===== src/rtl/nx_fifo_wm.sv =====
// nx_fifo_wm: single-clock FIFO, any DEPTH, runtime watermarks, error pulses.
// Optional high-water mark when NX_FIFO_HWM_EN is defined.
module nx_fifo_wm #(
    parameter  int DEPTH      = 16,
    parameter  int WIDTH      = 32,
    parameter  int DATA_RESET = 1,
    localparam int CW         = $clog2(DEPTH + 1)
) (
    input  logic             clk,
    input  logic             rst,
    input  logic             wen,
    input  logic             ren,
    input  logic             clear,
    input  logic [WIDTH-1:0] wdata,
    input  logic [CW-1:0]    af_lvl,
    input  logic [CW-1:0]    ae_lvl,
    input  logic             err_clr,
`ifdef NX_FIFO_HWM_EN
    input  logic             hwm_clr,
    output logic [CW-1:0]    hwm,
`endif
    output logic [WIDTH-1:0] rdata,
    output logic             empty,
    output logic             full,
    output logic             almost_full,
    output logic             almost_empty,
    output logic [CW-1:0]    used_slots,
    output logic [CW-1:0]    free_slots,
    output logic             underflow,
    output logic             overflow,
    output logic             uf_sticky,
    output logic             of_sticky
);

    localparam int PW = (DEPTH > 1) ? $clog2(DEPTH) : 1;

    logic [WIDTH-1:0] mem [DEPTH];
    logic [PW-1:0]    rptr;
    logic [PW-1:0]    wptr;
    logic [CW-1:0]    used;
    logic [CW-1:0]    used_nxt;
    logic             wr_acc;
    logic             rd_acc;
    logic             of_ev;
    logic             uf_ev;

    // Flags come straight from the occupancy register.
    assign empty        = (used == '0);
    assign full         = (used == CW'(DEPTH));
    assign almost_full  = (used >= af_lvl);
    assign almost_empty = (used <= ae_lvl);
    assign used_slots   = used;
    assign free_slots   = CW'(DEPTH) - used;
    assign rdata        = empty ? '0 : mem[rptr];

    // Full blocks the write even when a read frees a slot in the same cycle.
    assign wr_acc = wen & ~full & ~clear;
    assign rd_acc = ren & ~empty & ~clear;
    assign of_ev  = wen & full & ~clear;
    assign uf_ev  = ren & empty & ~clear;

    // Next occupancy, shared by the counter and the high-water mark.
    always_comb begin
        used_nxt = used;
        if (clear) begin
            used_nxt = '0;
        end else begin
            used_nxt = used + CW'(wr_acc) - CW'(rd_acc);
        end
    end

    // Pointers wrap at DEPTH-1, not at a power of two.
    always_ff @(posedge clk or posedge rst) begin
        if (rst) begin
            rptr <= '0;
            wptr <= '0;
            used <= '0;
        end else begin
            used <= used_nxt;
            if (clear) begin
                rptr <= '0;
                wptr <= '0;
            end else begin
                if (wr_acc) begin
                    wptr <= (wptr == PW'(DEPTH - 1)) ? '0 : wptr + 1'b1;
                end
                if (rd_acc) begin
                    rptr <= (rptr == PW'(DEPTH - 1)) ? '0 : rptr + 1'b1;
                end
            end
        end
    end

    // Error pulses; a new error beats err_clr on the sticky copies.
    always_ff @(posedge clk or posedge rst) begin
        if (rst) begin
            underflow <= 1'b0;
            overflow  <= 1'b0;
            uf_sticky <= 1'b0;
            of_sticky <= 1'b0;
        end else begin
            underflow <= uf_ev;
            overflow  <= of_ev;
            uf_sticky <= uf_ev | (uf_sticky & ~err_clr);
            of_sticky <= of_ev | (of_sticky & ~err_clr);
        end
    end

    generate
        if (DATA_RESET != 0) begin : g_mem_rst
            // Storage cleared by reset, written on accepted pushes.
            always_ff @(posedge clk or posedge rst) begin
                if (rst) begin
                    for (int i = 0; i < DEPTH; i++) begin
                        mem[i] <= '0;
                    end
                end else if (wr_acc) begin
                    mem[wptr] <= wdata;
                end
            end
        end else begin : g_mem_nrst
            // Storage without reset, written on accepted pushes.
            always_ff @(posedge clk) begin
                if (wr_acc) begin
                    mem[wptr] <= wdata;
                end
            end
        end
    endgenerate

`ifdef NX_FIFO_HWM_EN
    // Peak occupancy; hwm_clr restarts tracking from the next occupancy.
    always_ff @(posedge clk or posedge rst) begin
        if (rst) begin
            hwm <= '0;
        end else if (clear) begin
            hwm <= '0;
        end else if (hwm_clr) begin
            hwm <= used_nxt;
        end else if (used_nxt > hwm) begin
            hwm <= used_nxt;
        end
    end
`endif

endmodule

===== config.mk =====
export PLATFORM = sky130hd
export DESIGN_NAME = nx_fifo_wm
export DESIGN_NICKNAME = d
export VERILOG_FILES = /design/src/rtl/nx_fifo_wm.sv
export SDC_FILE = /design/constraint.sdc
export NUM_CORES = 1
export LEC_CHECK = 0
export CORE_MARGIN = 5
export CORE_UTILIZATION = 60
export CTS_CLUSTER_DIAMETER = 80
export DETAILED_ROUTE_END_ITERATION = 6
export DONT_BUFFER_PORTS = 1
export HOLD_SLACK_MARGIN = 0.08
export PLACE_DENSITY = 0.79
export SETUP_SLACK_MARGIN = 0.5
export SYNTH_ARGS = -nofsm -noshare
export SYNTH_HDL_FRONTEND = slang
export SYNTH_SLANG_ARGS = --single-unit

===== constraint.sdc =====
create_clock -name clk -period 30.3 [get_ports clk]
set_input_delay 4.545 -clock clk [delete_from_list [all_inputs] [get_ports clk]]
set_output_delay 4.545 -clock clk [all_outputs]
set_load 0.05 [all_outputs]

==> out/results.tsv, run 1 <==
metric	value	unit
num_vias	14800	
ys_warn_count	0	
synth_seq_area_share	51.04	%
placed_area	0.02608	mm^2
drc	0	
clockBufferDepth	3	
tns	0	ns
fill_cells	2923	
rsz0062_at_grt	false	
drive_above_1_share	36.40	%
grt_use_total	25.94	%
critPathKind	in -> out	
min_path_type	reg -> reg	
finalWeightedCongestion	0.7778	
p_per_area	79.19	mW/mm^2
maxCapViolCount	0	
whs	0.4845	ns
instances_no_fill	2358	
slew_viol_final	0	
r2r_setup_slack	25.27	ns
die_h	217.9	um
crit_path_start_kind	primary input	
crit_path_end_kind	output pin	
tritoncts	built	
avgSynthCellArea	14.43	um^2
timing.fmax	96.51	MHz
hold_viol_final	0	
fin_worst_skew	0.009535	ns
antenna_found_initial	0	
netlist_instances	1798	
dr.pass1.iters	5	
fin_crit	10.36	ns
dp_hpwl	32540	um
ys.flop_type	dfrtp_1	
path_clk_slew	0.06	ns
postCtsResizedCells	0	
io_buffers	0	
total_power	2.207	mW
max_slew_margin	17.51	%
grt_max_degree	175	
die_area	0.04749	mm^2
avgViaCountPerCell	6.277	
p_leak	13.78	nW
grt_pass1_vias	15990	
tightest_slew	1.237	ns
initial_core_util	60.48	%
clk_latency	0.59	ns
io_pins	98	
stdcell_area	0.02787	mm^2
dp_cells	2262	
num_rows	76	
core-area	0.04289	mm^2
grt-ovfl-total	0	
drt_wl_total	61630	um
vdd_drop_max	108.6	uV
setup_viol	0	
h-tree-depth	2	
arrival	5.82	ns
layout.nets	1805	
grt_pass1_wl	95700	um
async_reset_ff_share	100.0	%
post-route-period-util	34.20	%
die_w	217.9	um
worstPathRequired	25.76	ns
final_util	64.98	%
hold_buffers	0	
wl_per_cell	26.14	um
cts.sinks	529	
postRouteAntennaNets	0	
outcome	finished, final reports clean	
finalWorstSetupSlack	19.94	ns
syn-cell-area	0.02594	mm^2
ctsRootBufferMaster	clkbuf_16	
cp_max_fo	1	
synth.distinct_cells	43	
pre_cts_slack	19.94	ns
synth_nets	1872	
cts_buffers	52	
drt_iter0_markers	1011	
ys_seq_elements	529	
post_cts_buffers	0	
area_growth_syn_to_layout	7.434	%
synth_edf_count	0	
==> cell families after synthesis <==
group	Yosys count	share of synthesized area, %
xor gates and xnor gates	8	0.2702
buffers and inverters	171	3.734
muxes	755	36.19
DFF	529	51.04
and+or+nand+nor	139	2.947
AOI/OAI and AO/OA	170	4.534
adders and majority gates	26	1.283
==> power by group <==
part           leakage (nW)  switching, mW  internal (mW)
Sequential             7.20         0.0737          0.793
Clock                 0.881          0.272          0.400
Combinational          5.70          0.419          0.249
==> cell type report <==
cell class / count / area (um^2) / area share (%)
clock buffers: 80 / 1578 / 5.662
clock inverters: 15 / 202.7 / 0.7274
flip-flops and latches: 529 / 13240 / 47.52
repair buffers: 26 / 220.2 / 0.7903
multi-input cells: 1098 / 11790 / 42.32
diodes: 1 / 2.502 / 0.008980
inverters: 24 / 97.59 / 0.3502
well taps: 585 / 732.0 / 2.627
==> sequential cells by signal, summed over array words and instances (netlist names) <==
name        cells
used_slots      5
wptr            4
uf_sticky       1
mem           512
overflow        1
underflow       1
of_sticky       1
rptr            4
==> cell usage after synthesis, drive strengths merged (7+ instances only) <==
master | n | area [um^2]
nor2 | 20 | 85.08
dfrtp | 529 | 13240
inv | 24 | 90.09
nand2 | 63 | 239.0
a221oi | 7 | 61.31
mux4 | 14 | 315.3
a22oi | 100 | 750.7
ha | 25 | 312.8
a21oi | 11 | 55.05
nor2b | 7 | 43.79
o2111ai | 7 | 61.31
mux2i | 228 | 2282
clkbuf | 59 | 221.5
buf | 88 | 656.9
o21ai | 36 | 180.2
mux2 | 513 | 6790
nand3 | 36 | 292.8
==> critical path, cell delays in order <==
cell and delay, ns:
ha_1 0.25, nand2b_1 0.09, a21o_1 0.11, a21oi_1 0.06
o21ai_1 0.76
==> path summary, 6_finish.rpt <==
kind / from / to / cells after the start
setup / recovery: af_lvl[0] / almost_full / 5
max in group asynchronous: rst / mem[191]$_DFFE_PP0P_ / 3
hold reg to reg: mem[109]$_DFFE_PP0P_ / mem[109]$_DFFE_PP0P_ / 1
setup reg to reg: used_slots[0]$_DFF_PP0_ / mem[96]$_DFFE_PP0P_ / 9
hold / removal: mem[109]$_DFFE_PP0P_ / mem[109]$_DFFE_PP0P_ / 1
min in group asynchronous: rst / mem[344]$_DFFE_PP0P_ / 1
==> placed cells by master (no fill, tap or decap), drive strengths merged, types with 2 or more instances in the layout <==
cell and instances:
a21o 4, a21oi 11, a221oi 7, a22oi 100, and2 2, and2b 2
buf 26, bufinv 5, clkbuf 80, clkinv 9, dfrtp 529, ha 25
inv 24, mux2 513, mux2i 228, mux4 14, nand2 63, nand2b 3
nand3 36, nor2 20, nor2b 7, o2111ai 7, o21ai 36, o21bai 2
xnor2 5, xor2 3
==> metal layers <==
metal,track usage (%),part of all wire (%),vias to the layer above
met5,0,0,-
met4,8.394,3.1,0
met3,5.165,5.7,122
met2,41.32,47,389
met1,36.27,44,7939
li1,-,-,6350
Note: power is estimated with default switching activity, not from simulation.
==> run 2: changes to the inputs <==
==> constraint.sdc (replaced) <==
create_clock -name clk -period 10.2 [get_ports clk]
set_input_delay 1.53 -clock clk [delete_from_list [all_inputs] [get_ports clk]]
set_output_delay 1.53 -clock clk [all_outputs]
set_load 0.05 [all_outputs]
==> out/results.tsv, run 2 (same netlist as run 1, synthesis figures left out) <==
metric	value	unit	change
outcome	finished, final reports clean		
grt_pass1_vias	16300		+2.0%
die_h	217.9	um	unchanged
rsz0062_at_grt	false		
drc	0		unchanged
max_stage_delay	1.12	ns	+0.36 ns
critical_path.cell_chain	inv_1 -> ha_1 -> and2_1 -> ha_1 -> nand2b_2 -> o21ai_1		
die_area	0.04749	mm^2	unchanged
timing.fmax	163.5	MHz	
dp_cells	2253		-0.40%
core-area	0.04289	mm^2	unchanged
cts.sinks	529		unchanged
largest_reg_flops	512		unchanged
slew_viol_final	0		unchanged
num_vias	14830		+0.20%
combPwrFrac	29.4	%	-0.9 points
p_clk_share	30.5	%	about the same
dr.pass1.iters	5		unchanged
diodes	0		-1
dp_hpwl	33980	um	+4.4%
grt-ovfl-total	0		unchanged
p_per_area	233.4	mW/mm^2	+190%
instances_no_fill	2348		-0.42%
post-route-period-util	59.95	%	
rr_worst_depth	7		-2
layout_commonest_cell	dfrtp_1		
hold_end	mem[23]$_DFFE_PP0P_		
internal_power	4.231	mW	+190%
avgViaCountPerCell	6.316		+0.63%
fin_crit	6.115	ns	
p_leak	13.74	nW	-0.34%
grt_use_total	26.02	%	+0.087 points
area_growth_syn_to_layout	7.144	%	
critical_path.n_buffers_inverters	1		+1
h-tree-depth	2		unchanged
ctsRootBufferMaster	clkbuf_16		
die_w	217.9	um	unchanged
arrival	4.58	ns	-1.24 ns
path_clk_slew	0.06	ns	about the same
vdd_drop_max	375.8	uV	+250%
min_path_cells	1		unchanged
tritoncts	built		
r2r-start	used_slots[0]$_DFF_PP0_		
num_rows	76		unchanged
tightest_slew	1.217	ns	-0.02014 ns
finalWeightedCongestion	0.8487		+9.1%
fill_cells	2987		+2.2%
wl_per_cell	26.16	um	about the same
drt_wl_total	61410	um	-0.35%
setup_viol	0		unchanged
switching_share	34.78	%	+0.11 points
fin_worst_skew	0.01035	ns	+0.0008199 ns
total_power	6.487	mW	+190%
switchingPower	2.256	mW	+190%
hold_start	mem[23]$_DFFE_PP0P_		
regMostFlops	mem		
r2r_setup_slack	5.39	ns	-19.88 ns
antenna_found_initial	0		unchanged
postRouteAntennaNets	0		unchanged
min_path_type	reg -> reg		
post_cts_buffers	0		unchanged
layout.nets	1797		-0.44%
cts_buffers	53		+1.9%
cp_max_fo	32		+31
drt_iter0_markers	1114		+10%
initial_core_util	60.48	%	unchanged
tns	0	ns	unchanged
drive_above_1_share	36.25	%	-0.15 points
clockBufferDepth	3		unchanged
hold_buffers	0		unchanged
io_buffers	0		unchanged
postCtsResizedCells	0		unchanged
r2r-end	mem[424]$_DFFE_PP0P_		
crit_top_cell	ha_1		
worstPathRequired	8.67	ns	-17.09 ns
hold_viol_final	0		unchanged
max_slew_margin	18.56	%	+1.1 points
maxCapViolCount	0		unchanged
io_pins	98		unchanged
critPathKind	reg -> out		
final_cell_mix	dfrtp_1, mux2_4, mux2i_1		
cp_slowest_cell	o21ai_1		
grt_max_degree	183		+4.6%
clk_latency	0.58	ns	about the same
cp_top_family	compound AO/OA/AOI/OAI gates		
p_seq_share	40.1	%	+0.8 points
whs	0.4862	ns	+0.001684 ns
grt_pass1_wl	96660	um	+0.99%
crit_path_start_kind	flip-flop		
crit_path_end_kind	output pin		
[run 2: cell count changes in the layout (fill, tap and decap cells not counted)]
cell and change:
clkinvlp_4 +1, clkbuf_1 -3, inv_6 +2, bufinv_16 -1
diode_2 -1, buf_4 -10, clkinv_2 +2, buf_12 +1
inv_8 -1
[run 2: stage by stage]
step	worst slack, ns	util (%)	instance area, um^2
after floorplan	1.480	-	25940
after global routing	3.943	64.80	27790
after CTS	4.098	64.80	27790
after detailed placement	4.714	60.68	26020
after global placement	4.786	60.68	26020
final	4.085	64.80	27790
[run 2: layout make-up]
| cell class | instances | area (um^2) | share of cell area [%] |
|---|---|---|---|
| clock buffer | 77 | 1567 | 5.637 |
| clock inverter | 18 | 200.2 | 0.7204 |
| inverter | 24 | 93.84 | 0.3377 |
| tap | 585 | 732.0 | 2.634 |
| timing repair buffer | 17 | 165.2 | 0.5943 |
| sequential | 529 | 13240 | 47.65 |
| multi-input combinational | 1098 | 11790 | 42.43 |
[run 2: metal layers]
layer,vias up,share of wire (%),GRT usage (%)
met2,455,47,41.94
met4,0,3.1,8.185
met3,117,6.5,5.178
met5,-,0,0
li1,6341,-,-
met1,7917,43,36.06
[run 2: power groups by stage]
| stage | combinational, mW | sequential [mW] | clock [mW] |
|---|---|---|---|
| 2_1_floorplan | 1.66 | 2.54 | 0 |
| 3_3_place_gp | 1.87 | 2.61 | 0 |
| 3_5_place_dp | 1.90 | 2.63 | 0 |
| 4_1_cts | 1.91 | 2.60 | 2.00 |
| 5_1_grt | 2.01 | 2.64 | 2.10 |
| 6_report | 1.91 | 2.60 | 1.98 |
[run 2: how the worst max path moves through the flow]
stage                         endpoint  cells past startpoint                     from  slack (ns)
detailed placement           rdata[29]                      6  used_slots[0]$_DFF_PP0_        4.71
global placement             rdata[29]                      6  used_slots[0]$_DFF_PP0_        4.79
floorplan           mem[0]$_DFFE_PP0P_                      1                      rst        1.48
global route                 rdata[13]                      8  used_slots[0]$_DFF_PP0_        3.94
finish                       rdata[29]                      6  used_slots[0]$_DFF_PP0_        4.09
CTS                          rdata[29]                      6  used_slots[0]$_DFF_PP0_        4.10
[run 2: worst register-to-register path: stages, from the launching register on]
cell	delay (ns)
dfrtp_1	0.98
inv_1	0.21
ha_1	0.27
and2_1	0.19
ha_1	0.43
nor3b_4	0.96
nand3_4	1.01
mux2_4	0.65
==> run 3: changes to the inputs <==
==> constraint.sdc (replaced) <==
create_clock -name clk -period 6.1 [get_ports clk]
set_input_delay 0.915 -clock clk [delete_from_list [all_inputs] [get_ports clk]]
set_output_delay 0.915 -clock clk [all_outputs]
set_load 0.05 [all_outputs]
==> out/results.tsv, run 3 (same netlist as run 1, synthesis figures left out) <==
metric	value	unit	change
final_cell_mix	dfrtp_1, mux2_4, mux2i_1		
grt_use_total	25.86	%	-0.17 points
num_vias	14920		+0.61%
final_util	65.74	%	+0.94 points
drt_iter0_markers	1197		+7.5%
cts.sinks	529		unchanged
largest_reg_flops	512		unchanged
antenna_found_initial	1		+1
crit_path_start_kind	flip-flop		
grt-ovfl-total	0		unchanged
critPathKind	reg -> out		
whs	0.3662	ns	-0.1199 ns
clk_latency	0.60	ns	+0.02 ns
layout_commonest_cell	dfrtp_1		
crit_start	used_slots[1]$_DFF_PP0_		
arrival	4.12	ns	-0.46 ns
cp_max_fo	18		-44%
max_slew_margin	17.02	%	-1.5 points
wl_per_cell	25.49	um	-2.5%
slew_viol_final	0		unchanged
avgViaCountPerCell	6.230		-1.4%
total_power	11.14	mW	+72%
min_path_type	in -> reg		
num_rows	76		unchanged
regMostFlops	mem		
stdcell_area	0.02819	mm^2	+1.4%
crit_path_end_kind	output pin		
postCtsResizedCells	0		unchanged
io_pins	98		unchanged
multi_input_area	0.01179	mm^2	unchanged
hold_start	clear		
fill_cells	2965		-0.74%
postRouteAntennaNets	0		unchanged
drc	0		unchanged
post_cts_buffers	0		unchanged
fin_worst_skew	0.02664	ns	+0.01628 ns
hold_viol_final	0		unchanged
clockBufferDepth	3		unchanged
regArea	0.01324	mm^2	unchanged
tightest_slew	1.245	ns	+0.02752 ns
vdd_drop_max	605.4	uV	+61%
tritoncts	built		
outcome	finished, final reports clean		
placed_area	0.02640	mm^2	+1.4%
diodes	0		unchanged
ctsRootBufferMaster	clkbuf_16		
post-route-period-util	82.50	%	
drive_above_1_share	37.68	%	+1.4 points
fin_crit	5.033	ns	
setup_viol	0		unchanged
grt_pass1_vias	16140		-0.98%
dr.pass1.iters	5		unchanged
r2r-start	used_slots[1]$_DFF_PP0_		
grt_max_degree	170		-7.1%
p_per_area	395.1	mW/mm^2	+69%
path_clk_slew	0.07	ns	about the same
layout.nets	1842		+2.5%
die_area	0.04749	mm^2	unchanged
area_growth_syn_to_layout	8.693	%	
io_buffers	0		unchanged
timing.fmax	198.7	MHz	
h-tree-depth	2		unchanged
drt_wl_total	61060	um	-0.58%
grt_pass1_wl	96170	um	-0.50%
initial_core_util	60.48	%	unchanged
p_leak	13.97	nW	+1.7%
core-area	0.04289	mm^2	unchanged
cts_buffers	53		unchanged
dp_hpwl	35490	um	+4.4%
maxCapViolCount	0		unchanged
die_w	217.9	um	unchanged
rsz0062_at_grt	false		
hold_buffers	0		unchanged
finalWeightedCongestion	0.7656		-9.8%
tns	0	ns	unchanged
worstPathRequired	5.18	ns	-3.49 ns
die_h	217.9	um	unchanged
-- run 3: layer usage --
metal	global-route usage [%]	vias to the layer above	share of wire [%]
met4	7.034	0	2.3
li1	-	6454	-
met3	4.984	91	5.8
met5	0	-	0
met1	36.88	7959	45
met2	41.17	417	47
-- run 3: worst max-delay path: stages, from the launching register on --
cell	delay, ns
dfrtp_1	0.78
inv_1	0.19
ha_1	0.26
and2_1	0.18
ha_1	0.45
nand2b_2	0.59
buf_4	0.39
o21ai_1	0.38
buf_4	0.28
-- run 3: final timing paths --
| path | depth (start not counted) | slack [ns] | endpoint |
|---|---|---|---|
| min in group asynchronous | 1 | 0.39 | mem[413]$_DFFE_PP0P_ |
| max reg2reg | 8 | 1.50 | mem[124]$_DFFE_PP0P_ |
| min reg2reg | 1 | 0.49 | mem[22]$_DFFE_PP0P_ |
| min | 1 | 0.37 | rptr[0]$_DFFE_PP0P_ |
| max | 8 | 1.07 | rdata[15] |
| max in group asynchronous | 2 | 4.31 | mem[233]$_DFFE_PP0P_ |
-- run 3: layout make-up --
type	count	share of cell area [%]
clock buffers	87	5.983
clock inverters	10	0.3772
inverters	24	0.3329
multi-input cells	1098	41.82
flip-flops and latches	529	46.97
well taps	585	2.596
repair buffers	62	1.917
-- run 3: power breakdown --
| group | switching, mW | total, mW | leakage, nW | internal (mW) |
|---|---|---|---|---|
| sequential | 0.376 | 4.32 | 7.20 | 3.94 |
| clock | 1.35 | 3.31 | 0.886 | 1.96 |
| combinational | 2.12 | 3.51 | 5.89 | 1.39 |
-- run 3: stage by stage --
step	std cells	setup WS (ns)
after floorplan	1798	-2.005
after global placement	2298	1.636
after detailed placement	2298	1.533
after CTS	2395	1.068
after global routing	2395	0.8834
final	2395	1.067
